File: config.mk
export PLATFORM = sky130hd
export DESIGN_NAME = flanger_core
export DESIGN_NICKNAME = d
export VERILOG_FILES = /design/src/rtl/flanger_pkg.sv /design/src/rtl/flanger_delay_ram.sv /design/src/rtl/flanger_core.sv
export SDC_FILE = /design/constraint.sdc
export NUM_CORES = 2
export LEC_CHECK = 0
export CAP_MARGIN = 5
export CORE_UTILIZATION = 50
export CTS_BUF_LIST = sky130_fd_sc_hd__clkbuf_2
export CTS_CLUSTER_SIZE = 20
export DETAILED_ROUTE_END_ITERATION = 8
export PLACE_DENSITY_LB_ADDON = 0.15
export SYNTH_ARGS = -nofsm -noshare
export SYNTH_HDL_FRONTEND = slang
export SYNTH_HIERARCHICAL = 1
export SYNTH_SLANG_ARGS = --single-unit
File: constraint.sdc
create_clock -name i_clk -period 9.6 [get_ports i_clk]
set_input_delay 1.44 -clock i_clk [delete_from_list [all_inputs] [get_ports i_clk]]
set_output_delay 1.44 -clock i_clk [all_outputs]
set_load 0.01 [all_outputs]
File: src/rtl/flanger_pkg.sv
// Shared types and default constants for the flanger delay-line stage.
// Optional build macro used by this slice: FLANGER_INTERP_EN (two-tap interpolation).
package flanger_pkg;

  localparam int DEF_DATA_W  = 16;
  localparam int DEF_ADDR_W  = 8;
  localparam int DEF_MIN_DLY = 2;
  localparam int FRAC_W      = 8;

  typedef enum logic [2:0] {
    S_IDLE = 3'd0,
    S_CALC = 3'd1,
    S_RD0  = 3'd2,
    S_RD1  = 3'd3,
    S_MIX  = 3'd4,
    S_OUT  = 3'd5
  } state_t;

endpackage

File: src/rtl/flanger_delay_ram.sv
// Delay-line storage: one write port, one synchronous read port (1-cycle latency), no reset.
module flanger_delay_ram
  import flanger_pkg::*;
#(
  parameter int DATA_W = DEF_DATA_W,
  parameter int ADDR_W = DEF_ADDR_W
) (
  input  logic              i_clk,
  input  logic              wr_en,
  input  logic [ADDR_W-1:0] wr_addr,
  input  logic [DATA_W-1:0] wr_data,
  input  logic [ADDR_W-1:0] rd_addr,
  output logic [DATA_W-1:0] rd_data
);

  logic [DATA_W-1:0] mem_r [2**ADDR_W];

  // Write the dry sample and register the read tap every cycle
  always_ff @(posedge i_clk) begin
    if (wr_en) begin
      mem_r[wr_addr] <= wr_data;
    end
    rd_data <= mem_r[rd_addr];
  end

endmodule

File: src/rtl/flanger_core.sv
// Modulated delay-line (flanger): mixes each accepted sample 50/50 with an LFO-steered delayed tap.
// Build macro FLANGER_INTERP_EN adds a second tap and linear interpolation between taps.
module flanger_core
  import flanger_pkg::*;
#(
  parameter int DATA_W  = DEF_DATA_W,
  parameter int ADDR_W  = DEF_ADDR_W,
  parameter int MIN_DLY = DEF_MIN_DLY
) (
  input  logic                     i_clk,
  input  logic                     i_rst_n,
  input  logic                     i_valid,
  input  logic signed [DATA_W-1:0] i_sample,
  input  logic signed [31:0]       i_lfo,
  input  logic [2:0]               i_depth,
  output logic                     o_valid,
  output logic signed [DATA_W-1:0] o_sample,
  output logic                     o_busy
);

  localparam int MOD_W = ADDR_W - 1;
  localparam logic [ADDR_W:0] D_MAX = (ADDR_W+1)'((2**ADDR_W) - 2);

  state_t            state_r;
  logic [ADDR_W-1:0] wr_ptr_r;
  logic [ADDR_W-1:0] fill_r;
  logic [DATA_W-1:0] dry_r;
  logic [31:0]       lfo_r;
  logic [2:0]        depth_r;
  logic [ADDR_W:0]   d_r;
  logic [DATA_W-1:0] mix_r;

  logic [31:0]       scaled_s;
  logic [MOD_W-1:0]  mod_s;
  logic [ADDR_W:0]   d_sum_s;
  logic [ADDR_W:0]   d_calc_s;
  logic              age0_ok_s;
  logic [ADDR_W-1:0] rd_addr_s;
  logic [DATA_W-1:0] rd_data_s;
  logic [DATA_W-1:0] wet_s;
  logic [DATA_W:0]   sum_s;
  logic [DATA_W-1:0] mix_s;
  logic              wr_en_s;

`ifdef FLANGER_INTERP_EN
  logic [FRAC_W-1:0]             frac_r;
  logic [DATA_W-1:0]             tap0_r;
  logic [FRAC_W-1:0]             frac_s;
  logic                          age1_ok_s;
  logic [DATA_W-1:0]             tap1_s;
  logic [DATA_W:0]               diff_s;
  logic signed [DATA_W+FRAC_W:0] prod_s;
  logic signed [DATA_W+FRAC_W:0] step_s;
  logic                          unused_scaled_s;
  assign unused_scaled_s = ^scaled_s[31-MOD_W-FRAC_W:0];
`else
  logic unused_scaled_s;
  assign unused_scaled_s = ^scaled_s[31-MOD_W:0];
`endif

  // Delay mapping: offset-binary LFO scaled by depth, integer part sets d, next bits are the fraction
  always_comb begin
    scaled_s = {~lfo_r[31], lfo_r[30:0]} >> (3'd7 - depth_r);
    mod_s    = scaled_s[31 -: MOD_W];
    d_sum_s  = (ADDR_W+1)'(MIN_DLY) + {2'b00, mod_s};
    if (d_sum_s > D_MAX) begin
      d_calc_s = D_MAX;
    end else begin
      d_calc_s = d_sum_s;
    end
`ifdef FLANGER_INTERP_EN
    frac_s = scaled_s[31-MOD_W -: FRAC_W];
`endif
  end

  // Tap addressing, empty-buffer masking and the dry/wet mix
  always_comb begin
    age0_ok_s = (d_r <= {1'b0, fill_r});
    rd_addr_s = wr_ptr_r - d_r[ADDR_W-1:0];
`ifdef FLANGER_INTERP_EN
    age1_ok_s = ((d_r + (ADDR_W+1)'(1)) <= {1'b0, fill_r});
    if (state_r == S_RD1) begin
      rd_addr_s = wr_ptr_r - d_r[ADDR_W-1:0] - {{(ADDR_W-1){1'b0}}, 1'b1};
    end else begin
      rd_addr_s = wr_ptr_r - d_r[ADDR_W-1:0];
    end
    tap1_s = age1_ok_s ? rd_data_s : {DATA_W{1'b0}};
    diff_s = {tap1_s[DATA_W-1], tap1_s} - {tap0_r[DATA_W-1], tap0_r};
    prod_s = $signed(diff_s) * $signed({1'b0, frac_r});
    step_s = prod_s >>> FRAC_W;
    wet_s  = tap0_r + step_s[DATA_W-1:0];
`else
    wet_s = age0_ok_s ? rd_data_s : {DATA_W{1'b0}};
`endif
    sum_s   = {dry_r[DATA_W-1], dry_r} + {wet_s[DATA_W-1], wet_s};
    mix_s   = sum_s[DATA_W:1];
    wr_en_s = (state_r == S_OUT);
  end

  flanger_delay_ram #(
    .DATA_W (DATA_W),
    .ADDR_W (ADDR_W)
  ) u_ram (
    .i_clk   (i_clk),
    .wr_en   (wr_en_s),
    .wr_addr (wr_ptr_r),
    .wr_data (dry_r),
    .rd_addr (rd_addr_s),
    .rd_data (rd_data_s)
  );

  // Sample-processing FSM with registered outputs and datapath captures
  always_ff @(posedge i_clk or negedge i_rst_n) begin
    if (!i_rst_n) begin
      state_r  <= S_IDLE;
      o_valid  <= 1'b0;
      o_sample <= {DATA_W{1'b0}};
      o_busy   <= 1'b0;
      wr_ptr_r <= {ADDR_W{1'b0}};
      fill_r   <= {ADDR_W{1'b0}};
      dry_r    <= {DATA_W{1'b0}};
      lfo_r    <= 32'd0;
      depth_r  <= 3'd0;
      d_r      <= {(ADDR_W+1){1'b0}};
      mix_r    <= {DATA_W{1'b0}};
`ifdef FLANGER_INTERP_EN
      frac_r   <= {FRAC_W{1'b0}};
      tap0_r   <= {DATA_W{1'b0}};
`endif
    end else begin
      o_valid <= 1'b0;
      case (state_r)
        S_IDLE: begin
          if (i_valid) begin
            dry_r   <= i_sample;
            lfo_r   <= i_lfo;
            depth_r <= i_depth;
            o_busy  <= 1'b1;
            state_r <= S_CALC;
          end
        end
        S_CALC: begin
          d_r     <= d_calc_s;
`ifdef FLANGER_INTERP_EN
          frac_r  <= frac_s;
`endif
          state_r <= S_RD0;
        end
        S_RD0: begin
`ifdef FLANGER_INTERP_EN
          state_r <= S_RD1;
`else
          state_r <= S_MIX;
`endif
        end
`ifdef FLANGER_INTERP_EN
        S_RD1: begin
          tap0_r  <= age0_ok_s ? rd_data_s : {DATA_W{1'b0}};
          state_r <= S_MIX;
        end
`endif
        S_MIX: begin
          mix_r   <= mix_s;
          state_r <= S_OUT;
        end
        S_OUT: begin
          wr_ptr_r <= wr_ptr_r + {{(ADDR_W-1){1'b0}}, 1'b1};
          if (fill_r != {ADDR_W{1'b1}}) begin
            fill_r <= fill_r + {{(ADDR_W-1){1'b0}}, 1'b1};
          end
          o_sample <= mix_r;
          o_valid  <= 1'b1;
          o_busy   <= 1'b0;
          state_r  <= S_IDLE;
        end
        default: begin
          o_busy  <= 1'b0;
          state_r <= S_IDLE;
        end
      endcase
    end
  end

endmodule
==> impl_metrics.csv <==
group,metric,value,unit
layout,layout_common_cells,"4,096 x edfxtp_1, 1,546 x clkbuf_2, 799 x mux4_2",
detailed_routing,ant_nets,0,
global_route,grt_pass1_vias,86500,
timing,fin_crit,5870,ps
critical_path,r2r_slack,3730,ps
timing,setup_viol,0,
timing,drv_slew,48,
clock_tree,cts.clk_slew.worst_paths,110,ps
global_route,grt-ovfl-total,0,
detailed_routing,wl,434000,um
synthesis,yosysSeqAreaShare,76.7,%
hold_path,holdPathEnd,"dry_r[2]",
timing,fin_ws,3730,ps
detailed_routing,wl_per_cell,31.2,um
clock_tree,cts_root_buffer,"clkbuf_2",
global_route,antenna_found_initial,32,
critical_path,crit_family,"buffers and inverters",
timing,finalCritPeriodShare,61.1,%
clock_tree,clk_latency,2180,ps
run,cap_violations,0,
timing,worstMarginPinSlew,1550,ps
detailed_routing,routed_via_density,6.16,
detailed_routing,route.vias.total,85700,
synthesis,syn_inst,7842,
critical_path,cp_max_fo,69,
die,die_h,574,um
synthesis,avgSynthCellArea,20.9,sq um
clock_tree,cts.sinks,4199,
placement,dp_slack,3720,ps
die,ios,72,
synthesis,synth_nets,7931,
synthesis,synth_xor_area_share,0.209,%
layout,regArea,0.126,sq mm
global_route,grt_max_degree,232,
hold_path,hold_class,"in2reg",
synthesis,synth_ff_type,"edfxtp_1",
timing,tns,0,ps
status,violations,"max-slew violations",
critical_path,cpPeakStageDelay,900,ps
synthesis,syn_area,0.164,sq mm
detailed_routing,drc,0,
critical_path,critPathKind,"reg2reg",
detailed_routing,first_iter_violations,10100,
critical_path,start_kind,"flip-flop",
timing,rsz0062_at_grt,"false",
placement,dp_hpwl,249000,um
global_route,grt_use_total,26.6,%
timing,skew,158,ps
layout,nets,9029,
clock_tree,htreeDepth,7,
die,floorplan.initialDensity,50.4,%
synthesis,synth_top_family_by_area,"multiplexers",
critical_path,crit_buf_inv,5,
placement,placed_cells,12100,
critical_path,endpoint_kind,"flip-flop",
critical_path,crit_top_cell,"buf_4",
critical_path,path_cells,"buf_4 > ha_1 > nor2b_1 > o21ai_0 > nand2b_1 > xor2_4 > buf_4 > inv_8 > buf_12 > buf_4 > mux4_2 > a22o_1 > o32ai_1 > nor4_1",
clock_tree,cts_tree,"done",
critical_path,cp.required,11570,ps
hold_path,hold_path_depth,3,
die,die_x,574,um
placement,portBuffers,46,
clock_tree,cts_made_buffers,1128,
timing,max_slew_margin,-3.16,%
timing,hold_viol,0,
layout,multiInputGateArea,0.0356,sq mm
clock_tree,cts_resized,0,
synthesis,synth_fa_ha_area_share,0.277,%
layout,stdcell_count,13900,
timing,clock.fmax,0.170,GHz
synthesis,synth_edf_count,4096,
global_route,grt_pass1_wl,616000,um
layout,nFillCells,25200,
clock_tree,cts_buffer_depth,5,
critical_path,r2r-end,"u_ram/rd_data[9]",
synthesis,synth-compound-area-share,3.79,%
synthesis,synth-async-reset-ratio,2.07,%
hold_path,worst_hold_startpoint,"i_sample[2]",
die,rows,209,
critical_path,arrival,7840,ps
synthesis,synth_mux_area_share,15.3,%
synthesis,synth_seq_cells,4199,
die,fp.dieArea,0.329,sq mm
synthesis,yosys.area_share.simple,1.98,%
synthesis,ys_warn_count,6,
critical_path,critPathSlowestCell,"o32ai_1",
critical_path,r2r-start,"wr_ptr_r[1]",
die,core,0.325,sq mm
detailed_routing,first_pass_iters,6,
status,status,"complete, but fails checks",
layout,layout_commonest_cell,"edfxtp_1",
layout,drive_gt1_share,31.5,%
critical_path,worst-r2r-cell-count,14,
synthesis,synthDistinctLibCells,78,
placement,gp_congestion,0.892,
layout,area_delta_synth_final,9.69,%
==> how the worst max path moves through the flow <==
stage | start | end | slack (ps) | cells after the start
floorplan | dry_r[6] | mix_r[12] | 4270 | 8
global placement | wr_ptr_r[1] | u_ram/rd_data[13] | 3640 | 14
detailed placement | wr_ptr_r[1] | u_ram/rd_data[13] | 3720 | 14
CTS | d_r[1] | u_ram/rd_data[13] | 3690 | 14
global route | d_r[1] | u_ram/rd_data[2] | 3570 | 14
finish | wr_ptr_r[1] | u_ram/rd_data[9] | 3730 | 14
==> timing repair <==
| item | CTS | global route |
|---|---|---|
| hold buffers | 30 | 0 |
| endpoints found under the hold margin | 115 | 0 |
| buffers inserted | 0 | 0 |
==> registers in the layout (all words and copies together), names as in the netlist <==
| signal | flops |
|---|---|
| lfo_r | 7 |
| u_ram/mem_r | 4096 |
| fill_r | 8 |
| depth_r | 3 |
| state_r | 3 |
| o_sample | 16 |
| wr_ptr_r | 8 |
| d_r | 8 |
| o_valid | 1 |
| u_ram/rd_data | 16 |
| dry_r | 16 |
| mix_r | 16 |
| o_busy | 1 |
==> cells by family (layout without fill, tap and decap cells) <==
group	Yosys count	in the layout
AND/OR/NAND/NOR	713	713
multiplexers	1480	1480
buffers and inverters	498	2241
other	0	4
flip-flops	4199	4199
XOR/XNOR	39	39
adder cells (fa/ha/maj)	35	35
AO/OA/AOI/OAI	878	878
==> metal layers <==
layer  vias to the layer above  part of all wire (%)  wire, um  GRT usage (%)
met4                         4                   3.3     14400           11.2
met3                       649                   9.7     42100           6.67
met5                         -                0.0058        25              0
met2                      4442                    47    203000           40.1
met1                     44900                    40    175000           37.1
li1                      35700                     -         -              -
==> cell usage after synthesis, types with 17 or more instances <==
cell / instances / area (sq um)
xnor2_1: 22 / 193
xor2_1: 17 / 149
edfxtp_1: 4096 / 123000
inv_1: 29 / 109
o22ai_1: 148 / 926
a22o_1: 32 / 280
a211oi_1: 21 / 158
o32ai_1: 20 / 175
o221ai_1: 252 / 2210
nor4_1: 17 / 106
dfrtp_1: 87 / 2180
mux2i_1: 565 / 5660
nor2_1: 319 / 1200
buf_4: 27 / 203
a21oi_1: 197 / 986
clkbuf_1: 238 / 893
a22oi_1: 43 / 323
nand2_1: 122 / 458
mux4_2: 799 / 18000
ha_1: 33 / 413
nand3_1: 42 / 210
buf_2: 80 / 400
mux2_2: 116 / 1310
buf_6: 77 / 867
nor3_1: 96 / 480
nand4_1: 34 / 213
buf_1: 28 / 105
o31ai_1: 18 / 135
o21ai_0: 69 / 345
a221oi_1: 28 / 245
==> tightest hold or removal path, cell delays in order <==
cell,delay [ps]
dlygate4sd3_1,520
clkdlybuf4s50_1,470
mux2_2,130
==> per-stage QoR <==
stage | hold WS [ps] | utilization, % | area, sq um
detailed placement | 462 | 52.4 | 170000
global placement | 463 | 52.4 | 170000
floorplan | 433 | - | 164000
finish | 421 | 55.2 | 179000
CTS | 85.9 | 55.2 | 179000
global route | 252 | 55.2 | 179000
==> area by class of cell <==
cell class	count	share of cell area, %
Multi-Input combinational cell	3145	19.8
Antenna cell	4	0.00558
Inverter	30	0.0781
Clock buffer	1546	4.31
Tap cell	4325	3.02
Sequential cell	4199	70.0
Timing Repair Buffer	436	2.14
Clock inverter	229	0.644
Power is left out: the tool's default activity adds up to more than one toggle a clock period on the data nets, which glitch-free logic cannot reach.
